==> config.mk <==
export PLATFORM = sky130hd
export DESIGN_NAME = mem_arbiter
export DESIGN_NICKNAME = d
export VERILOG_FILES = /design/src/rtl/mem_arbiter.sv
export SDC_FILE = /design/constraint.sdc
export NUM_CORES = 1
export LEC_CHECK = 0
export BUFFER_PORTS_ARGS = -buffer_cell sky130_fd_sc_hd__buf_2
export CAP_MARGIN = 20
export CORE_MARGIN = 1.5
export CORE_UTILIZATION = 52
export CTS_CLUSTER_DIAMETER = 200
export DETAILED_ROUTE_END_ITERATION = 12
export GPL_TIMING_DRIVEN = 0
export PLACE_DENSITY = 0.94
export SYNTH_ARGS = -nofsm -noshare
export SYNTH_HDL_FRONTEND = slang
export SYNTH_SLANG_ARGS = --single-unit
==> constraint.sdc <==
create_clock -name clk -period 3.2 [get_ports clk]
set_clock_uncertainty 0.05 [all_clocks]
set_input_delay 0.64 -clock clk [delete_from_list [all_inputs] [get_ports clk]]
set_output_delay 0.64 -clock clk [all_outputs]
set_load 0.005 [all_outputs]
==> src/rtl/mem_arbiter.sv <==
// mem_arbiter
// Shares one RAM port between the instruction-fetch requester and the
// load/store requester. One request is accepted at a time through a
// valid/ready handshake. When both requesters are valid, round-robin
// arbitration picks the winner. The accepted access is held on the RAM for
// WAIT_CYCLES cycles, and the winner then receives a one-cycle response pulse.
//
// Ports:
//   clk, reset                     clock, synchronous active-high reset
//   if_req_valid_i/if_req_ready_o  fetch request handshake (accepted in IDLE only)
//   if_addr_i                      fetch byte address (always a 4-byte read)
//   if_resp_valid_o/if_resp_data_o fetch response pulse and fetched word
//   ls_req_valid_i/ls_req_ready_o  load/store request handshake
//   ls_w_rn_i, ls_width_i          1 = store / 0 = load, width 00 b, 01 h, 10 w
//   ls_data_i, ls_addr_i           store data, byte address
//   ls_resp_valid_o/ls_resp_data_o load/store response (store ack, data 0)
//   ram_w_rn_o, ram_width_o        RAM write enable and access width
//   ram_data_o, ram_addr_o         RAM write data and address
//   ram_data_i                     RAM combinational read data
module mem_arbiter #(
  parameter int XLEN        = 32,
  parameter int RAM_WIDTH   = 16,
  parameter int WAIT_CYCLES = 1
) (
  input  logic                 clk,
  input  logic                 reset,
  input  logic                 if_req_valid_i,
  output logic                 if_req_ready_o,
  input  logic [RAM_WIDTH-1:0] if_addr_i,
  output logic                 if_resp_valid_o,
  output logic [XLEN-1:0]      if_resp_data_o,
  input  logic                 ls_req_valid_i,
  output logic                 ls_req_ready_o,
  input  logic                 ls_w_rn_i,
  input  logic [1:0]           ls_width_i,
  input  logic [XLEN-1:0]      ls_data_i,
  input  logic [RAM_WIDTH-1:0] ls_addr_i,
  output logic                 ls_resp_valid_o,
  output logic [XLEN-1:0]      ls_resp_data_o,
  output logic                 ram_w_rn_o,
  output logic [1:0]           ram_width_o,
  output logic [XLEN-1:0]      ram_data_o,
  output logic [RAM_WIDTH-1:0] ram_addr_o,
  input  logic [XLEN-1:0]      ram_data_i
);

  typedef enum logic [1:0] {
    ST_IDLE   = 2'd0,
    ST_ACCESS = 2'd1,
    ST_RESP   = 2'd2
  } state_t;

  localparam logic       OWNER_IF = 1'b0;
  localparam logic       OWNER_LS = 1'b1;
  localparam logic [1:0] WIDTH_WORD = 2'b10;
  localparam logic [3:0] LAST_CNT = 4'(WAIT_CYCLES - 1);

  state_t                 state_r;
  state_t                 state_s;
  logic [3:0]             cnt_r;
  logic                   last_grant_r;
  logic                   owner_r;
  logic                   w_rn_r;
  logic [1:0]             width_r;
  logic [XLEN-1:0]        data_r;
  logic [RAM_WIDTH-1:0]   addr_r;
  logic                   if_resp_valid_r;
  logic                   ls_resp_valid_r;
  logic [XLEN-1:0]        if_resp_data_r;
  logic [XLEN-1:0]        ls_resp_data_r;
  logic                   if_ready_s;
  logic                   ls_ready_s;
  logic                   handshake_s;
  logic                   last_access_s;

  // Grant: the requester that did not win last time wins a tie.
  // Ready is held low during reset so that no handshake is lost.
  always_comb begin
    if_ready_s = 1'b0;
    ls_ready_s = 1'b0;
    if ((state_r == ST_IDLE) && !reset) begin
      if (if_req_valid_i && ls_req_valid_i) begin
        if (last_grant_r == OWNER_LS) begin
          if_ready_s = 1'b1;
        end else begin
          ls_ready_s = 1'b1;
        end
      end else begin
        if_ready_s = if_req_valid_i;
        ls_ready_s = ls_req_valid_i;
      end
    end else begin
      if_ready_s = 1'b0;
      ls_ready_s = 1'b0;
    end
  end

  assign handshake_s   = if_ready_s | ls_ready_s;
  assign last_access_s = (state_r == ST_ACCESS) && (cnt_r == LAST_CNT);

  // State register.
  always_ff @(posedge clk) begin
    if (reset) begin
      state_r <= ST_IDLE;
    end else begin
      state_r <= state_s;
    end
  end

  // Next-state logic.
  always_comb begin
    state_s = state_r;
    case (state_r)
      ST_IDLE:   state_s = handshake_s ? ST_ACCESS : ST_IDLE;
      ST_ACCESS: state_s = last_access_s ? ST_RESP : ST_ACCESS;
      ST_RESP:   state_s = ST_IDLE;
      default:   state_s = ST_IDLE;
    endcase
  end

  // Request latch, wait counter, grant history and response registers.
  always_ff @(posedge clk) begin
    if (reset) begin
      cnt_r           <= 4'd0;
      last_grant_r    <= OWNER_LS;
      owner_r         <= OWNER_IF;
      w_rn_r          <= 1'b0;
      width_r         <= 2'b00;
      data_r          <= '0;
      addr_r          <= '0;
      if_resp_valid_r <= 1'b0;
      ls_resp_valid_r <= 1'b0;
      if_resp_data_r  <= '0;
      ls_resp_data_r  <= '0;
    end else begin
      // Response pulses are produced only by the final ACCESS cycle.
      if_resp_valid_r <= last_access_s && (owner_r == OWNER_IF);
      ls_resp_valid_r <= last_access_s && (owner_r == OWNER_LS);
      if (handshake_s) begin
        owner_r      <= ls_ready_s ? OWNER_LS : OWNER_IF;
        last_grant_r <= ls_ready_s ? OWNER_LS : OWNER_IF;
        w_rn_r       <= ls_ready_s ? ls_w_rn_i : 1'b0;
        width_r      <= ls_ready_s ? ls_width_i : WIDTH_WORD;
        data_r       <= ls_ready_s ? ls_data_i : '0;
        addr_r       <= ls_ready_s ? ls_addr_i : if_addr_i;
        cnt_r        <= 4'd0;
      end else if (last_access_s) begin
        if (owner_r == OWNER_IF) begin
          if_resp_data_r <= ram_data_i;
        end else begin
          ls_resp_data_r <= w_rn_r ? '0 : ram_data_i;
        end
      end else if (state_r == ST_ACCESS) begin
        cnt_r <= cnt_r + 4'd1;
      end else begin
        cnt_r <= cnt_r;
      end
    end
  end

  // RAM drive: latched request during ACCESS, with the write enable only in
  // its final cycle. Reset gates the write so an interrupted store never lands.
  always_comb begin
    ram_w_rn_o  = 1'b0;
    ram_width_o = WIDTH_WORD;
    ram_data_o  = '0;
    ram_addr_o  = '0;
    if (state_r == ST_ACCESS) begin
      ram_w_rn_o  = w_rn_r && last_access_s && !reset;
      ram_width_o = width_r;
      ram_data_o  = data_r;
      ram_addr_o  = addr_r;
    end else begin
      ram_w_rn_o  = 1'b0;
      ram_width_o = WIDTH_WORD;
      ram_data_o  = '0;
      ram_addr_o  = '0;
    end
  end

  assign if_req_ready_o  = if_ready_s;
  assign ls_req_ready_o  = ls_ready_s;
  // A pulse already registered for RESP is suppressed if reset lands on it.
  assign if_resp_valid_o = if_resp_valid_r & ~reset;
  assign ls_resp_valid_o = ls_resp_valid_r & ~reset;
  assign if_resp_data_o  = if_resp_data_r;
  assign ls_resp_data_o  = ls_resp_data_r;

endmodule

==> results.py <==
metrics = {
    "floorplan": {
        "die_w_um": 106,
        "rows": 37,
        "start_util_pct": 53.5,
        "core-area_mm2": 0.0103,
        "dieArea_mm2": 0.0112,
        "ioPinCount": 222,
        "die_h_um": 106,
    },
    "power": {
        "power.net_switching_w": 0.000918,
        "p_leak_nw": 3.31,
        "share_seq_of_total_power_pct": 42.5,
        "vdd_drop_max_mv": 0.333,
        "p_int_w": 0.00301,
        "clockPowerShare_pct": 46.4,
        "combPwrFrac_pct": 11.1,
        "total_power_w": 0.00392,
        "power.density_mw_per_mm2": 534,
        "swShare_pct": 23.4,
    },
    "clock_tree": {
        "cts_buffer_depth": 2,
        "insertion_delay_ps": 510,
        "path_clk_slew_ps": 60,
        "cts_resized": 0,
        "htree_levels": 4,
        "cts_made_buffers": 17,
        "postCtsHoldBufs": 0,
        "cts_setup_buffers": 0,
        "cts_tree": "done",
        "cts-root-buf": "clkbuf_8",
        "clkSinkCount": 125,
    },
    "synth": {
        "avgSynthCellArea_um2": 9.62,
        "postSynthCellCount": 572,
        "yosysSeqAreaShare_pct": 45.5,
        "synth.most_common_cell": "dfxtp_1",
        "synth_warnings": 0,
        "synth_cell_types": 40,
        "synth.top_cell.area_share_pct": 45.5,
        "synth_fp_nets": 677,
        "synthAdderAreaFrac_pct": 0.455,
        "syn_area_mm2": 0.00550,
        "ys_async_sr_fraction_pct": 0,
        "synth_area_leader_cell": "dfxtp_1",
        "yosys.area_share.simple_pct": 24.4,
        "synth.area.top_cells": "dfxtp_1 45%, nand2b_1 7.6%, and2_1 6.0%",
        "synth_edf_count": 0,
        "synthMuxAreaShare_pct": 5.82,
        "synth_compound_area_share_pct": 18.0,
        "ys_ff_latch": 125,
        "synth_common_cells": "125 x dfxtp_1, 67 x nand2b_1, 53 x a21oi_1, 53 x and2_1, 36 x o21ai_0",
        "ys.flop_type": "dfxtp_1",
        "synth_xor_area_share_pct": 0,
        "synth_top_family_by_area": "simple AND/OR/NAND/NOR gates",
    },
    "worst_setup_path": {
        "crit_arrival_ps": 2190,
        "critPathMaxStageDelay_ps": 550,
        "crit_required_ps": 2510,
        "r2r_start": "cnt_r[0]",
        "criticalPathCategory": "reg -> out",
        "cp-start-kind": "flip-flop",
        "worstPathMaxFanout": 5,
        "crit_chain": "inv_1 -> ha_1 -> or3b_2 -> nor3_2 -> and2_1 -> buf_2",
        "cp-startpoint": "cnt_r[0]",
        "reg2regPathDepth": 6,
        "cp_slowest_cell": "or3b_2",
        "cp-end-kind": "primary output",
    },
    "routing": {
        "drtPass1Iterations": 4,
        "wl_met3_um": 941,
        "dr_wl_met2_um": 7090,
        "vias_per_cell": 5.30,
        "antenna_left": 0,
        "vias": 5087,
        "met1_length_um": 6390,
        "highest_layer": "met4",
        "wl_per_cell_um": 15.3,
        "drc": 0,
        "routed_wl_um": 14700,
        "drt-initial-drc-count": 207,
    },
    "sta": {
        "max_slew_margin_pct": 71.5,
        "max_freq_mhz": 347,
        "final_hold_viol_count": 0,
        "rsz0062_at_grt": "false",
        "min_period_ps": 2880,
        "setup_viol": 0,
        "fin_setup_tns_ps": 0,
        "period_share_pct": 90.0,
        "slew_viol_final": 0,
        "tightest_slew_ps": 428,
    },
    "placement": {
        "portBuffers": 221,
        "dp.cells": 929,
        "dp_hpwl_um": 10800,
        "routabilityCongestion": 0.803,
        "place_area_mm2": 0.00678,
    },
    "worst_hold_path": {
        "hold_depth": 2,
        "min_path_type": "in -> reg",
        "worstHoldStart": "ls_data_i[6]",
    },
    "layout": {
        "diodes": 0,
        "nets": 917,
        "instances_no_fill": 959,
        "area_growth_pct": 33.4,
        "drive_gt1_share_pct": 35.6,
        "final_cell_area_mm2": 0.00734,
    },
    "run": {
        "cap_violations": 0,
    },
    "global_routing": {
        "grt_first_pass_wirelength_um": 23500,
        "grt_max_degree": 17,
        "grt_overflow": 0,
        "grt.total_usage_pct": 26.4,
        "antenna_found_initial": 0,
        "grt_pass1_vias": 4904,
    },
    "status": {
        "status": "finished, final reports clean",
    },
}
cell type report:
type / instances / area, um^2
fillers: 814 / 2930
multi-input cells: 389 / 2680
flip-flops and latches: 125 / 2500
repair buffers: 221 / 1110
clock buffers: 23 / 477
plain buffers: 54 / 305
well taps: 136 / 170
clock inverters: 7 / 87.6
inverters: 4 / 15.0
state kept, by name, summed over array words and instances (netlist names), 2 cells and up:
name,cells
state_r,2
data_r,32
width_r,2
addr_r,16
cnt_r,4
ls_resp_data_o,32
if_resp_data_o,32
layout by cell type (no fill, tap or decap), drive strengths merged, types with 3 or more instances in the layout:
cell type	count
buf	254
dfxtp	125
nand2b	67
a21oi	54
and2	53
clkbuf	44
o21ai	36
a22o	34
nand2	33
mux2i	32
nand4b	32
a311oi	16
nor2b	6
inv	4
clkinv	4
nor3	4
nand3	3
kinds of logic after synthesis:
logic type,count (synthesis)
compound gates,147
fa+ha+maj,2
buf+inv,58
flops,125
mux,32
simple gates,208
per-layer routing:
metal | up-vias | track usage (%)
met5 | - | 0
met2 | 206 | 44.1
met1 | 2352 | 32.8
met3 | 23 | 7.24
met4 | 0 | 9.07
li1 | 2506 | -
power by group through the flow:
stage,registers (W),logic (W),clock network [W]
4_1_cts,0.00167,0.000436,0.00185
3_5_place_dp,0.00170,0.000434,0
3_3_place_gp,0.00170,0.000423,0
2_1_floorplan,0.00169,0.000262,0
6_report,0.00167,0.000436,0.00182
5_1_grt,0.00167,0.000477,0.00192
final timing paths:
kind / end / slack, ps
max: ram_w_rn_o / 320
min: data_r[6] / 300
max reg2reg: if_resp_data_o[4] / 1370
min reg2reg: data_r[26] / 410
worst max-delay path, delay by kind of cell (launching register included):
family                     cells  cell delay (ps)
DFF                            1              330
adders and majority gates      1              260
buffers and inverters          2              210
and+or+nand+nor                3              890
metrics by stage:
| stage | util (%) | setup WS, ps | hold slack (ps) |
|---|---|---|---|
| detailed placement | 66.0 | 733 | 396 |
| finish | 71.5 | 319 | 297 |
| CTS | 71.5 | 289 | 276 |
| global route | 71.5 | 141 | 276 |
| global placement | 66.0 | 750 | 397 |
| floorplan | - | 1110 | 384 |
Note: power is estimated with default switching activity, not from simulation.
